$ cat config.mk
export PLATFORM = sky130hd
export DESIGN_NAME = tbird_light_monitor_flat
export DESIGN_NICKNAME = d
export VERILOG_FILES = /design/src/rtl/tbird_pkg.sv /design/src/rtl/tbird_light_monitor_if.sv /design/src/rtl/light_pattern_decode.sv /design/src/rtl/tbird_light_monitor.sv /design/src/flat_wrapper.sv
export SDC_FILE = /design/constraint.sdc
export NUM_CORES = 1
export LEC_CHECK = 0
export ABC_AREA = 1
export BUFFER_PORTS_ARGS = -buffer_cell sky130_fd_sc_hd__buf_4
export CAP_MARGIN = 0
export CORE_MARGIN = 2
export CORE_UTILIZATION = 45
export CTS_BUF_LIST = sky130_fd_sc_hd__clkbuf_8
export CTS_CLUSTER_SIZE = 10
export DETAILED_ROUTE_END_ITERATION = 7
export PLACE_DENSITY = 0.69
export SYNTH_ARGS = -nofsm -noshare
export SYNTH_HDL_FRONTEND = slang
export SYNTH_SLANG_ARGS = --single-unit
$ cat constraint.sdc
create_clock -name clk -period 3 [get_ports clk]
set_clock_uncertainty 0.1 [all_clocks]
set_input_delay 0.45 -clock clk [delete_from_list [all_inputs] [get_ports clk]]
set_output_delay 0.45 -clock clk [all_outputs]
set_load 0.1 [all_outputs]
$ cat src/rtl/tbird_pkg.sv
// Shared types, light-bus pattern codes and the transition legality rule for the
// tail-light bus monitor.
package tbird_pkg;

  typedef enum logic [3:0] {IDLE, L1, L2, L3, R1, R2, R3, HAZ, UNK} light_state_t;

  // y[5:3] = LC,LB,LA ; y[2:0] = RA,RB,RC
  localparam logic [5:0] PAT_IDLE = 6'b000_000;
  localparam logic [5:0] PAT_L1   = 6'b001_000;
  localparam logic [5:0] PAT_L2   = 6'b011_000;
  localparam logic [5:0] PAT_L3   = 6'b111_000;
  localparam logic [5:0] PAT_R1   = 6'b000_100;
  localparam logic [5:0] PAT_R2   = 6'b000_110;
  localparam logic [5:0] PAT_R3   = 6'b000_111;
  localparam logic [5:0] PAT_HAZ  = 6'b111_111;

  // UNK as cur is never checked; the monitor resyncs from it silently.
  function automatic logic is_legal(light_state_t cur, light_state_t nxt, logic allow_stall);
    logic ok;
    ok = allow_stall && (cur == nxt);
    case (cur)
      IDLE:    ok = ok | (nxt inside {IDLE, L1, R1, HAZ});
      L1:      ok = ok | (nxt inside {L2, IDLE});
      L2:      ok = ok | (nxt inside {L3, IDLE});
      R1:      ok = ok | (nxt inside {R2, IDLE});
      R2:      ok = ok | (nxt inside {R3, IDLE});
      default: ok = ok | (nxt == IDLE);
    endcase
    return ok;
  endfunction

endpackage

$ cat src/rtl/tbird_light_monitor_if.sv
// Light-bus monitor port bundle. Optional capture ports appear only when
// LIGHT_MON_CAPTURE_EN is defined.
interface tbird_light_monitor_if #(parameter int CNT_W = 8);
  logic [5:0]       y;
  logic             clear_err;
  logic             left_active;
  logic             right_active;
  logic             hazard;
  logic [1:0]       phase;
  logic             err_pulse;
  logic             seq_error;
  logic [CNT_W-1:0] err_count;
`ifdef LIGHT_MON_CAPTURE_EN
  logic [5:0]       bad_prev;
  logic [5:0]       bad_cur;
`endif

  modport master (
    output y, clear_err,
`ifdef LIGHT_MON_CAPTURE_EN
    input  bad_prev, bad_cur,
`endif
    input  left_active, right_active, hazard, phase, err_pulse, seq_error, err_count
  );

  modport slave (
    input  y, clear_err,
`ifdef LIGHT_MON_CAPTURE_EN
    output bad_prev, bad_cur,
`endif
    output left_active, right_active, hazard, phase, err_pulse, seq_error, err_count
  );
endinterface

$ cat src/rtl/light_pattern_decode.sv
// Combinational decode of the 6-bit light bus into a monitor state; unknown codes
// map to UNK with known=0.
module light_pattern_decode
  import tbird_pkg::*;
(
  input  logic [5:0]   y,
  output light_state_t state,
  output logic         known
);
  always_comb begin
    state = UNK;
    known = 1'b1;
    case (y)
      PAT_IDLE: state = IDLE;
      PAT_L1:   state = L1;
      PAT_L2:   state = L2;
      PAT_L3:   state = L3;
      PAT_R1:   state = R1;
      PAT_R2:   state = R2;
      PAT_R3:   state = R3;
      PAT_HAZ:  state = HAZ;
      default:  known = 1'b0;
    endcase
  end
endmodule

$ cat src/rtl/tbird_light_monitor.sv
// Passive tail-light bus checker: tracks the turn-signal sequence, flags illegal
// transitions. Define LIGHT_MON_CAPTURE_EN to latch the offending y pair.
module tbird_light_monitor
  import tbird_pkg::*;
#(
  parameter int CNT_W       = 8,
  parameter bit ALLOW_STALL = 1'b0
)(
  input logic                  clk,
  input logic                  reset,
  tbird_light_monitor_if.slave bus
);
  light_state_t     st_q, st_d, dec_st;
  logic             known, err;
  logic             err_q, seq_q;
  logic [CNT_W-1:0] cnt_q;

  light_pattern_decode u_dec (.y(bus.y), .state(dec_st), .known(known));

  // State always follows the decoded bus, so an error is followed by a resync.
  always_comb begin
    st_d = dec_st;
    err  = 1'b0;
    if (st_q != UNK)
      err = !known || !is_legal(st_q, dec_st, ALLOW_STALL);
  end

  always_ff @(posedge clk) begin
    if (reset) begin
      st_q  <= IDLE;
      err_q <= 1'b0;
      seq_q <= 1'b0;
      cnt_q <= '0;
    end else begin
      st_q  <= st_d;
      err_q <= err;
      // An error in the same cycle as clear_err wins and restarts the count at 1.
      if (err) begin
        seq_q <= 1'b1;
        cnt_q <= bus.clear_err ? CNT_W'(1) : ((&cnt_q) ? cnt_q : cnt_q + 1'b1);
      end else if (bus.clear_err) begin
        seq_q <= 1'b0;
        cnt_q <= '0;
      end
    end
  end

`ifdef LIGHT_MON_CAPTURE_EN
  logic [5:0] y_q, bprev_q, bcur_q;

  always_ff @(posedge clk) begin
    if (reset) begin
      y_q     <= '0;
      bprev_q <= '0;
      bcur_q  <= '0;
    end else begin
      y_q <= bus.y;
      if (err) begin
        bprev_q <= y_q;
        bcur_q  <= bus.y;
      end else if (bus.clear_err) begin
        bprev_q <= '0;
        bcur_q  <= '0;
      end
    end
  end

  assign bus.bad_prev = bprev_q;
  assign bus.bad_cur  = bcur_q;
`endif

  assign bus.left_active  = st_q inside {L1, L2, L3};
  assign bus.right_active = st_q inside {R1, R2, R3};
  assign bus.hazard       = (st_q == HAZ);
  assign bus.err_pulse    = err_q;
  assign bus.seq_error    = seq_q;
  assign bus.err_count    = cnt_q;

  always_comb begin
    bus.phase = 2'd0;
    case (st_q)
      L1, R1:      bus.phase = 2'd1;
      L2, R2:      bus.phase = 2'd2;
      L3, R3, HAZ: bus.phase = 2'd3;
      default:     bus.phase = 2'd0;
    endcase
  end
endmodule
$ cat src/flat_wrapper.sv
// flat-port wrapper written by rule: the top's interface ports become plain ports
module tbird_light_monitor_flat import tbird_pkg::*;
#(
  parameter int CNT_W       = 8,
  parameter bit ALLOW_STALL = 1'b0
)
  (clk, reset, bus_y, bus_clear_err, bus_left_active, bus_right_active, bus_hazard, bus_phase, bus_err_pulse, bus_seq_error, bus_err_count);
  tbird_light_monitor_if #(.CNT_W(CNT_W)) bus_i ();
  input logic clk;
  input logic reset;
  input wire logic [$bits(bus_i.y)-1:0] bus_y;
  input wire logic [$bits(bus_i.clear_err)-1:0] bus_clear_err;
  output wire logic [$bits(bus_i.left_active)-1:0] bus_left_active;
  output wire logic [$bits(bus_i.right_active)-1:0] bus_right_active;
  output wire logic [$bits(bus_i.hazard)-1:0] bus_hazard;
  output wire logic [$bits(bus_i.phase)-1:0] bus_phase;
  output wire logic [$bits(bus_i.err_pulse)-1:0] bus_err_pulse;
  output wire logic [$bits(bus_i.seq_error)-1:0] bus_seq_error;
  output wire logic [$bits(bus_i.err_count)-1:0] bus_err_count;
  assign bus_i.y = bus_y;
  assign bus_i.clear_err = bus_clear_err;
  assign bus_left_active = bus_i.left_active;
  assign bus_right_active = bus_i.right_active;
  assign bus_hazard = bus_i.hazard;
  assign bus_phase = bus_i.phase;
  assign bus_err_pulse = bus_i.err_pulse;
  assign bus_seq_error = bus_i.seq_error;
  assign bus_err_count = bus_i.err_count;
  tbird_light_monitor #(.CNT_W(CNT_W), .ALLOW_STALL(ALLOW_STALL)) u_core (.clk(clk), .reset(reset), .bus(bus_i));
endmodule
==> metrics.md <==
| Metric | Value |
|---|---|
| Vias | 1,036 |
| Share of cells above drive strength 1 | 27.3% |
| DRC errors left | 0 |
| Cts hold-fix bufs | 0 |
| Final Hold Viols | 0 |
| GP Congestion | 0.853 |
| Max Cap Viol | 0 |
| Seq/Total Area, Yosys | between 20 and 30% |
| Global-route wire length before repair | 3.97 mm |
| Clk sinks | 14 |
| RSZ-0062 raised after global routing | no |
| #FFs+latches synth | 14 |
| CTS H-tree lvls | 1 |
| Clock-pin slew on the worst setup and hold paths | 60 ps |
| Critical path arrival | approximately 1500 ps |
| # diodes | 0 |
| Final Cycle Share | 68.9% |
| # rows | 17 |
| Non-filler cells, final | 204 |
| Setup total negative slack | 0 ps |
| Syn Inst Count | roughly 150 |
| Pin count of the biggest net entering global routing | 11 |
| Initial DRC Count | 37 |
| HPWL after detailed placement | 1.78 mm |
| CTS buffer count | 3 |
| Unique masters post-synth | 27 |
| Max_slew headroom | 80.2% |
| Pleak | 0.600 nW |
| Total GRT Usage | 19.6% |
| Min cycle time layout | 2070 ps |
| Setup CP Type | reg -> out |
| Area Growth Syn to Fin | 25.2% |
| Nets | 188 |
| Syn Area/Cell | between 6 and 7 sq um |
| Status | finished, final reports clean |
| Drt via density | just over 5 |
| CP Capture Type | primary output |
| Die Span Y | approximately 51 um |
| IO Pins | 24 |
| Placed Cells incl. Taps | between 200 and 250 |
| Global route overflow | 0 |
| F_max | 0.484 GHz |
| Core Area | between 2000 and 2500 sq um |
| DIE AREA | 2600 sq um |
| P per Cell Area | approximately 380 nW/um^2 |
| Final Hold Slack | 364 ps |
| Setup violations, final | 0 |
| Port Buf Inserts | 23 |
| Mapped cell area | 993 sq um |
| Initial Util | 46.2% |
| Antenna violations before repair | 0 |
| Worst Hold Class | in -> reg |
| TritonRoute pass-1 iters | 5 |
| CTS Root Cell | clkbuf_8 |
| Critical Path Fanout Max | 5 |
| Max-slew violation count | 0 |
| DR WL/cell | between 10 and 15 um |
| Critical Path RT | 2450 ps |
| Vias in the first global route | 913 |
| Slew @ Worst Pin | 295 ps |
| Ys Warns | 0 |
| CTS tree | done |
| Syn nets | roughly 160 |
| Post-CTS sizing | 0 |
| Clk_lat worst skew | 240 ps |
| Clock Path Buffers | 2 |
| Number of routed nets with antenna violations | 0 |
| Post-CTS Setup Inserts | 0 |
| Final core utilization | 57.9% |
| Die width | roughly 50 um |
| CP Launch Type | register |
| Maximum VDD drop | 0.000271 V |
| Final WL | 2.27 mm |
## path summary, 6_finish.rpt
check | to | from | slack [ps] | depth (start not counted)
setup / recovery | bus_phase[0] | u_core.st_q[3] | 930 | 5
hold / removal | u_core.bus.err_count[1] | reset | 360 | 2
setup reg to reg | u_core.bus.err_count[4] | u_core.bus.err_count[0] | 1140 | 9
hold reg to reg | u_core.bus.seq_error | u_core.bus.seq_error | 370 | 2
## sequential cells by signal, indices dropped and copies added, names as in the netlist
| register | count |
|---|---|
| u_core.bus.err_count | 8 |
| u_core.st_q | 4 |
| u_core.bus.err_pulse | 1 |
| u_core.bus.seq_error | 1 |
## report_power, final
group	total (mW)	leakage [nW]	internal, mW	switching [mW]
clock network	0.152	0.0216	0.0887	0.0629
registers	0.200	0.114	0.193	0.00689
logic	0.123	0.464	0.0320	0.0907
## critical path, cell delays in order, from the launching register on
cell and delay [ps]:
dfxtp_1 440, inv_2 60, nand2_1 130, nor2_1 90, a311o_1 320, buf_4 230
## stage by stage
step                      power (mW)  area (sq um)  setup slack [ps]
after global routing           0.496          1240               814
after global placement         0.324          1200              1190
after detailed placement       0.326          1200              1140
final                          0.474          1240               934
after floorplan                0.293           998               483
after CTS                      0.477          1240               932
## per-layer routing
metal | wire, um | share of wire (%) | GRT usage, % | vias to the layer above
li1 | - | - | - | 554
met3 | 88 | 3.9 | 2.63 | 2
met5 | 0 | 0 | 0 | -
met4 | 16 | 0.71 | 6.76 | 0
met2 | 996 | 44 | 31.0 | 23
met1 | 1170 | 52 | 27.3 | 457
## cell usage after synthesis (all sizes together)
master,number,area share [%]
o21bai,1,0.76
dfxtp,14,28
clkbuf,1,0.38
nand3,27,17
a21boi,1,1.1
nand2,28,12
nor3,4,2.5
nand4,7,4.4
nor2,21,10
a21oi,10,5.0
a311o,1,1.0
a41oi,1,0.88
nand3b,2,1.5
o21ai,3,1.5
clkinv,1,0.38
inv,26,9.8
ha,1,1.3
xor2,2,1.8
## cells in the final DEF, fill, tap and decap left out, drive strengths merged
master  synthesis  routed
nand3b          2       2
nor2           21      21
o21bai          1       1
nand4           7       7
ha              1       1
clkinv          1       1
buf             0      23
nand2          28      28
dfxtp          14      14
a21boi          1       1
nand3          27      27
clkbuf          1       3
o21ai           3       3
a21oi          10      10
inv            26      26
xor2            2       2
a311o           1       1
a41oi           1       1
nor3            4       4
## cell families (layout without fill, tap and decap cells)
| kind of cell | after synthesis | after routing | share of synthesized area (%) |
|---|---|---|---|
| adder cells (fa/ha/maj) | 1 | 1 | 1.26 |
| AND/OR/NAND/NOR | 89 | 89 | 47.9 |
| XOR/XNOR | 2 | 2 | 1.76 |
| AO/OA/AOI/OAI | 17 | 17 | 10.3 |
| flip-flops | 14 | 14 | 28.2 |
| buffers and inverters | 28 | 53 | 10.6 |
## area by class of cell
cell class	count	area, sq um
fillers	223	905
clock buffers	3	41.3
inverters	27	101
multi-input cells	109	613
well taps	28	35.0
repair buffers	23	173
flip-flops and latches	14	280
No activity file was read; power rests on OpenSTA's default activity.
